===== src/rtl/pixel_pkg.sv =====
// Shared pixel types and defaults for the Sobel front-end pipeline.
package pixel_pkg;

    localparam int unsigned PIX_W_DEF = 8;
    localparam int unsigned SIZE_DEF  = 100;

    typedef logic [PIX_W_DEF-1:0] pixel_t;

    // Modulo-n increment used for row counters that wrap at frame end.
    function automatic int unsigned wrap_inc(input int unsigned v, input int unsigned n);
        return (v == n - 32'd1) ? 32'd0 : v + 32'd1;
    endfunction

endpackage


===== src/rtl/pixel_row_packer_if.sv =====
// Pixel-stream input and parallel-row output bundle of the row packer.
interface pixel_row_packer_if
    import pixel_pkg::*;
#(
    parameter int unsigned SIZE  = SIZE_DEF,
    parameter int unsigned PIX_W = PIX_W_DEF,
    parameter int unsigned IDX_W = $clog2(SIZE)
);
    logic [PIX_W-1:0] pix_in;
    logic             pix_valid;
    logic             pix_sof;
    logic             pix_ready;
    logic [PIX_W-1:0] row_out [SIZE-1:0];
    logic             row_valid;
    logic             row_ready;
    logic [IDX_W-1:0] row_idx;
    logic             row_last;
    logic             sof_err;

    modport master (
        input  pix_in, pix_valid, pix_sof, row_ready,
        output pix_ready, row_out, row_valid, row_idx, row_last, sof_err
    );

    modport slave (
        output pix_in, pix_valid, pix_sof, row_ready,
        input  pix_ready, row_out, row_valid, row_idx, row_last, sof_err
    );
endinterface


===== src/rtl/pixel_row_packer_row_buffer.sv =====
// One row of SIZE pixel registers with column write and whole-row clear.
module row_buffer
    import pixel_pkg::*;
#(
    parameter int unsigned SIZE   = SIZE_DEF,
    parameter int unsigned PIX_W  = PIX_W_DEF,
    parameter int unsigned ADDR_W = $clog2(SIZE)
) (
    input  logic              clk,
    input  logic              rst,
    input  logic              we,
    input  logic              clr,
    input  logic [ADDR_W-1:0] addr,
    input  logic [PIX_W-1:0]  din,
    output logic [PIX_W-1:0]  row [SIZE-1:0]
);

    always_ff @(posedge clk or posedge rst) begin
        if (rst) begin
            for (int k = 0; k < int'(SIZE); k++) row[k] <= '0;
        end else if (clr) begin
            for (int k = 0; k < int'(SIZE); k++) row[k] <= '0;
        end else if (we) begin
            row[addr] <= din;
        end
    end

endmodule


===== src/rtl/pixel_row_packer.sv =====
// Packs a raster pixel stream into full parallel rows via a ping-pong pair of row buffers.
module pixel_row_packer
    import pixel_pkg::*;
#(
    parameter int unsigned SIZE  = SIZE_DEF,
    parameter int unsigned PIX_W = PIX_W_DEF,
    parameter int unsigned IDX_W = $clog2(SIZE)
) (
    input logic               clk,
    input logic               rst,
    pixel_row_packer_if.master bus
);

    logic [1:0]       full;
    logic             wr_sel;
    logic             rd_sel;
    logic [IDX_W-1:0] col;
    logic [IDX_W-1:0] wr_row;
    logic [IDX_W-1:0] tag [2];
    logic [PIX_W-1:0] row_a [SIZE-1:0];
    logic [PIX_W-1:0] row_b [SIZE-1:0];

    logic             accept;
    logic             xfer;
    logic             last;
    logic [IDX_W-1:0] wcol;
    logic [IDX_W-1:0] wrow;

    assign bus.pix_ready = !full[wr_sel];
    assign accept        = bus.pix_valid && bus.pix_ready;
    assign xfer          = full[rd_sel] && bus.row_ready;

    // A frame-start pixel restarts both counters, overwriting any partial row.
    assign wcol = bus.pix_sof ? '0 : col;
    assign wrow = bus.pix_sof ? '0 : wr_row;
    assign last = (wcol == IDX_W'(SIZE - 1));

    always_ff @(posedge clk or posedge rst) begin
        if (rst) begin
            full        <= '0;
            wr_sel      <= 1'b0;
            rd_sel      <= 1'b0;
            col         <= '0;
            wr_row      <= '0;
            tag[0]      <= '0;
            tag[1]      <= '0;
            bus.sof_err <= 1'b0;
        end else begin
            if (accept) begin
                if (last) begin
                    full[wr_sel] <= 1'b1;
                    tag[wr_sel]  <= wrow;
                    wr_sel       <= !wr_sel;
                    col          <= '0;
                    wr_row       <= IDX_W'(wrap_inc(32'(wrow), SIZE));
                end else begin
                    col    <= wcol + IDX_W'(1);
                    wr_row <= wrow;
                end
            end
            // Completion targets an empty buffer, transfer a full one: never the same.
            if (xfer) begin
                full[rd_sel] <= 1'b0;
                rd_sel       <= !rd_sel;
            end
            bus.sof_err <= accept && bus.pix_sof && (col != '0);
        end
    end

    row_buffer #(.SIZE(SIZE), .PIX_W(PIX_W), .ADDR_W(IDX_W)) u_buf0 (
        .clk  (clk),
        .rst  (rst),
        .we   (accept && !wr_sel),
        .clr  (xfer && !rd_sel),
        .addr (wcol),
        .din  (bus.pix_in),
        .row  (row_a)
    );

    row_buffer #(.SIZE(SIZE), .PIX_W(PIX_W), .ADDR_W(IDX_W)) u_buf1 (
        .clk  (clk),
        .rst  (rst),
        .we   (accept && wr_sel),
        .clr  (xfer && rd_sel),
        .addr (wcol),
        .din  (bus.pix_in),
        .row  (row_b)
    );

    always_comb begin
        for (int k = 0; k < int'(SIZE); k++) begin
            bus.row_out[k] = rd_sel ? row_b[k] : row_a[k];
        end
    end

    assign bus.row_valid = full[rd_sel];
    assign bus.row_idx   = tag[rd_sel];
    assign bus.row_last  = full[rd_sel] && (tag[rd_sel] == IDX_W'(SIZE - 1));

endmodule

===== src/flat_wrapper.sv =====
// flat-port wrapper written by rule: the top's interface ports become plain ports
module pixel_row_packer_flat import pixel_pkg::*;
#(
    parameter int unsigned SIZE  = SIZE_DEF,
    parameter int unsigned PIX_W = PIX_W_DEF,
    parameter int unsigned IDX_W = $clog2(SIZE)
)
  (clk, rst, bus_pix_in, bus_pix_valid, bus_pix_sof, bus_row_ready, bus_pix_ready, bus_row_out, bus_row_valid, bus_row_idx, bus_row_last, bus_sof_err);
  pixel_row_packer_if #(.SIZE(SIZE), .PIX_W(PIX_W), .IDX_W(IDX_W)) bus_i ();
  input logic clk;
  input logic rst;
  input wire logic [$bits(bus_i.pix_in)-1:0] bus_pix_in;
  input wire logic [$bits(bus_i.pix_valid)-1:0] bus_pix_valid;
  input wire logic [$bits(bus_i.pix_sof)-1:0] bus_pix_sof;
  input wire logic [$bits(bus_i.row_ready)-1:0] bus_row_ready;
  output wire logic [$bits(bus_i.pix_ready)-1:0] bus_pix_ready;
  output wire logic [$bits(bus_i.row_out)-1:0] bus_row_out;
  output wire logic [$bits(bus_i.row_valid)-1:0] bus_row_valid;
  output wire logic [$bits(bus_i.row_idx)-1:0] bus_row_idx;
  output wire logic [$bits(bus_i.row_last)-1:0] bus_row_last;
  output wire logic [$bits(bus_i.sof_err)-1:0] bus_sof_err;
  assign bus_i.pix_in = bus_pix_in;
  assign bus_i.pix_valid = bus_pix_valid;
  assign bus_i.pix_sof = bus_pix_sof;
  assign bus_i.row_ready = bus_row_ready;
  assign bus_pix_ready = bus_i.pix_ready;
  assign bus_row_out = {>>{bus_i.row_out}};
  assign bus_row_valid = bus_i.row_valid;
  assign bus_row_idx = bus_i.row_idx;
  assign bus_row_last = bus_i.row_last;
  assign bus_sof_err = bus_i.sof_err;
  pixel_row_packer #(.SIZE(SIZE), .PIX_W(PIX_W), .IDX_W(IDX_W)) u_core (.clk(clk), .rst(rst), .bus(bus_i));
endmodule

===== config.mk =====
export PLATFORM = sky130hd
export DESIGN_NAME = pixel_row_packer_flat
export DESIGN_NICKNAME = d
export VERILOG_FILES = /design/src/rtl/pixel_pkg.sv /design/src/rtl/pixel_row_packer_if.sv /design/src/rtl/pixel_row_packer_row_buffer.sv /design/src/rtl/pixel_row_packer.sv /design/src/flat_wrapper.sv
export SDC_FILE = /design/constraint.sdc
export NUM_CORES = 2
export LEC_CHECK = 0
export CAP_MARGIN = 10
export CORE_UTILIZATION = 35
export CTS_BUF_LIST = sky130_fd_sc_hd__clkbuf_4 sky130_fd_sc_hd__clkbuf_8 sky130_fd_sc_hd__clkbuf_16
export DETAILED_ROUTE_END_ITERATION = 16
export GPL_TIMING_DRIVEN = 0
export PLACE_DENSITY = 0.62
export RECOVER_POWER = 50
export SYNTH_ARGS = -nofsm -noshare
export SYNTH_HDL_FRONTEND = slang
export SYNTH_SLANG_ARGS = --single-unit
export TNS_END_PERCENT = 5

===== constraint.sdc =====
create_clock -name clk -period 70.3 [get_ports clk]
set_input_delay 10.545 -clock clk [delete_from_list [all_inputs] [get_ports clk]]
set_output_delay 10.545 -clock clk [all_outputs]
set_load 0.03 [all_outputs]

==> metrics.yaml <==
run_status:
  status: "finished with violations"
  violations: "capacitance limit, slew limit"
placement:
  dp_slack_ns: 54.99
  place_inst: 12100
  dpl.hpwl_um: 270100
  place_congestion: 0.9330
  port-buffer-count: 814
final_layout:
  nNetsFinal: 9320
  drive_gt1_share_pct: 15.49
  n_fill_cell: 21550
  layout_common_cells: "2,422 x nand2_1, 1,633 x dfrtp_1, 1,440 x o21ai_0"
  fin_cells: 12440
  final_common_cell: "nand2_1"
  area_growth_pct: 20.98
die:
  die_area_mm2: 0.2270
  start_util_pct: 35.34
  io_pins: 824
  fp.dieW_um: 476.5
  die_y_um: 476.5
  num_rows: 173
  core_mm2: 0.2230
clocking:
  post-cts-setup-buffers: 0
  cts_buffer_depth: 3
  htreeDepth: 4
  path_clk_slew_ns: 0.06
  clk_latency_ns: 0.87
  cts_tree: "yes"
  cts_buffers: 180
  postCtsHoldBufs: 0
  clock_sinks: 1633
  cts_resized: 0
  root_buffer: "clkbuf_16"
detailed_routing:
  drt-initial-drc-count: 9752
  routed_wirelength_um: 376300
  wire_per_inst_um: 30.25
  vias: 71470
  dr.pass1.iters: 8
  ant_nets: 0
  vias_per_cell: 5.745
  route.detailed.drc: 0
grt:
  grtUsageMet1_pct: 43.59
  antenna_found_initial: 34
  track_usage_pct: 32.26
  busiest_layer: "met2"
  grt_pass1_wl_um: 524600
  use_met3_pct: 7.520
  gr-total-overflow: 0
  grt_max_degree: 131
  met2_usage_pct: 47.34
  grt_pass1_vias: 68540
power_and_ir_drop:
  total_power_mw: 2.499
  p_per_area_mw_per_mm2: 26.21
  swShare_pct: 32.05
  power.leakage_nw: 41.00
  peakVddDrop_v: 0.00002395
  pwr-share-seq_pct: 39.1
  p_switching_uw: 800.7
  p_int_mw: 1.698
  combPwrFrac_pct: 20.9
  power_frac_clock_pct: 39.9
synthesis:
  yosys.area.top_type: "dfrtp_1"
  synth.ff_latch_count: 1633
  synth_area_leaders: "dfrtp_1 52%, mux2_2 12%, nand2_1 12%, o21ai_0 8.8%, nand3_1 3.5%"
  yosysSeqAreaShare_pct: 51.86
  synth_area_per_cell_um2: 9.524
  synth.distinct_cells: 66
  synth_top_area_share_pct: 51.86
  syn-instance-count: 8273
  synth_area_mm2: 0.07879
  synth.net_count: 8288
  yosysWarnings: 0
worst_setup_path:
  critPathMaxFanout: 125
  required_ns: 69.61
  critPathCaptureType: "asynchronous set/reset pin"
  cp_data_arrival_time_ns: 28.19
  startpoint_type: "primary input"
  setup.worst_path.class: "in -> async"
timing:
  finalCriticalPeriod_ns: 28.88
  tightest_slew_ns: 6.710
  slew_headroom_pct: -347.4
  hold_viol: 0
  min_period_over_period_pct: 41.08
  max_freq_ghz: 0.03463
  setup_violations: 0
  fin_worst_skew_ns: 0.06050
  final_max_slew_viol_count: 1524
  rsz0062_at_grt: "false"
  finalWorstSetupSlack_ns: 41.42
flow_run:
  maxCapViolCount: 93
min_path:
  hold_path_class: "reg -> reg"
-- power groups by stage --
| stage | registers (mW) | logic, mW | clock network, mW |
|---|---|---|---|
| floorplan | 0.991 | 0.325 | 0 |
| global placement | 0.998 | 0.524 | 0 |
| detailed placement | 0.994 | 0.537 | 0 |
| CTS | 0.977 | 0.539 | 1.00 |
| global route | 0.979 | 0.538 | 1.03 |
| finish | 0.978 | 0.523 | 0.998 |
-- metrics by stage --
stage | util, % | area, um^2 | hold slack, ns | TNS [ns]
5_1_grt | 42.73 | 95270 | 0.5125 | 0
3_3_place_gp | 40.66 | 90660 | 0.4792 | -7117.34
6_report | 42.75 | 95320 | 0.5014 | 0
3_5_place_dp | 41.04 | 91500 | 0.4873 | 0
2_1_floorplan | - | 78790 | 0.4631 | 0
4_1_cts | 43.80 | 97640 | 0.5018 | 0
-- worst max-delay path, cell delays in order --
cell	delay (ns)
dlygate4sd3_1	0.55
clkinvlp_2	2.04
clkbuf_1	4.81
clkbuf_1	4.79
clkbuf_1	4.96
-- cell type report --
class	count	area, um^2	area share, %
sequential	1633	40860	42.87
clock buffer	263	5381	5.646
inverter	8	31.28	0.03282
clock inverter	58	757.0	0.7942
multi-input combinational	5866	32550	34.14
timing repair buffer	850	8695	9.122
antenna	22	55.05	0.05776
buffer	766	3267	3.427
tap	2975	3722	3.905
-- flip-flops by register name, indices dropped and copies added, names as in the netlist --
| name | cells |
|---|---|
| u_core.wr_row | 7 |
| u_core.u_buf1.row | 800 |
| u_core.full | 2 |
| u_core.col | 7 |
| u_core.bus.sof_err | 1 |
| u_core.wr_sel | 1 |
| u_core.u_buf0.row | 800 |
| u_core.rd_sel | 1 |
| u_core.tag | 14 |
-- per-layer routing --
layer	wire length, um	vias to the layer above
met5	76	-
met4	22990	14
met3	38470	813
met2	161600	4593
met1	153300	35940
li1	-	30110
-- cell families (layout without fill, tap and decap cells) --
| family | after synthesis | after routing | share of synthesized area [%] |
|---|---|---|---|
| buf+inv | 774 | 1945 | 4.440 |
| flops | 1633 | 1633 | 51.86 |
| mux | 878 | 878 | 12.45 |
| compound gates | 1608 | 1608 | 11.30 |
| other cells | 0 | 22 | 0 |
| fa+ha+maj | 2 | 2 | 0.03176 |
| simple gates | 3378 | 3378 | 19.91 |
-- worst paths after layout --
path,start,to,slack (ns),cells after the start
min in group asynchronous,rst,u_core.u_buf0.row[537],11.22,2
worst min-delay path,u_core.tag[0],u_core.tag[0],0.50,1
max in group clk,u_core.rd_sel,bus_row_out[362],54.24,6
worst max register to register,u_core.col[1],u_core.u_buf0.row[482],65.15,9
worst max-delay path,rst,u_core.u_buf0.row[310],41.42,5
worst min register to register,u_core.tag[0],u_core.tag[0],0.50,1
-- cells in the mapped netlist, drive strengths merged --
cell / count
nor4b: 2
and4b: 3
nand4bb: 5
o311ai: 2
nor3b: 1
or3b: 5
nand2: 2423
mux2: 818
and2: 6
nand3b: 2
a211oi: 2
or2: 7
nor4bb: 1
a21oi: 6
dfrtp: 1633
and4: 1
o211ai: 2
nand3: 553
a22oi: 3
nor2: 138
buf: 291
nor2b: 10
or4b: 2
inv: 7
and3: 66
clkbuf: 475
ha: 2
and3b: 3
a2111oi: 24
a21o: 3
nor3: 10
nand2b: 8
or4: 7
nand4b: 3
or3: 9
a22o: 1
mux2i: 60
o31ai: 2
a31o: 66
o41ai: 2
clkinv: 1
nand4: 13
nor4: 100
o21ai: 1495
(Power assumes the default switching activity.)
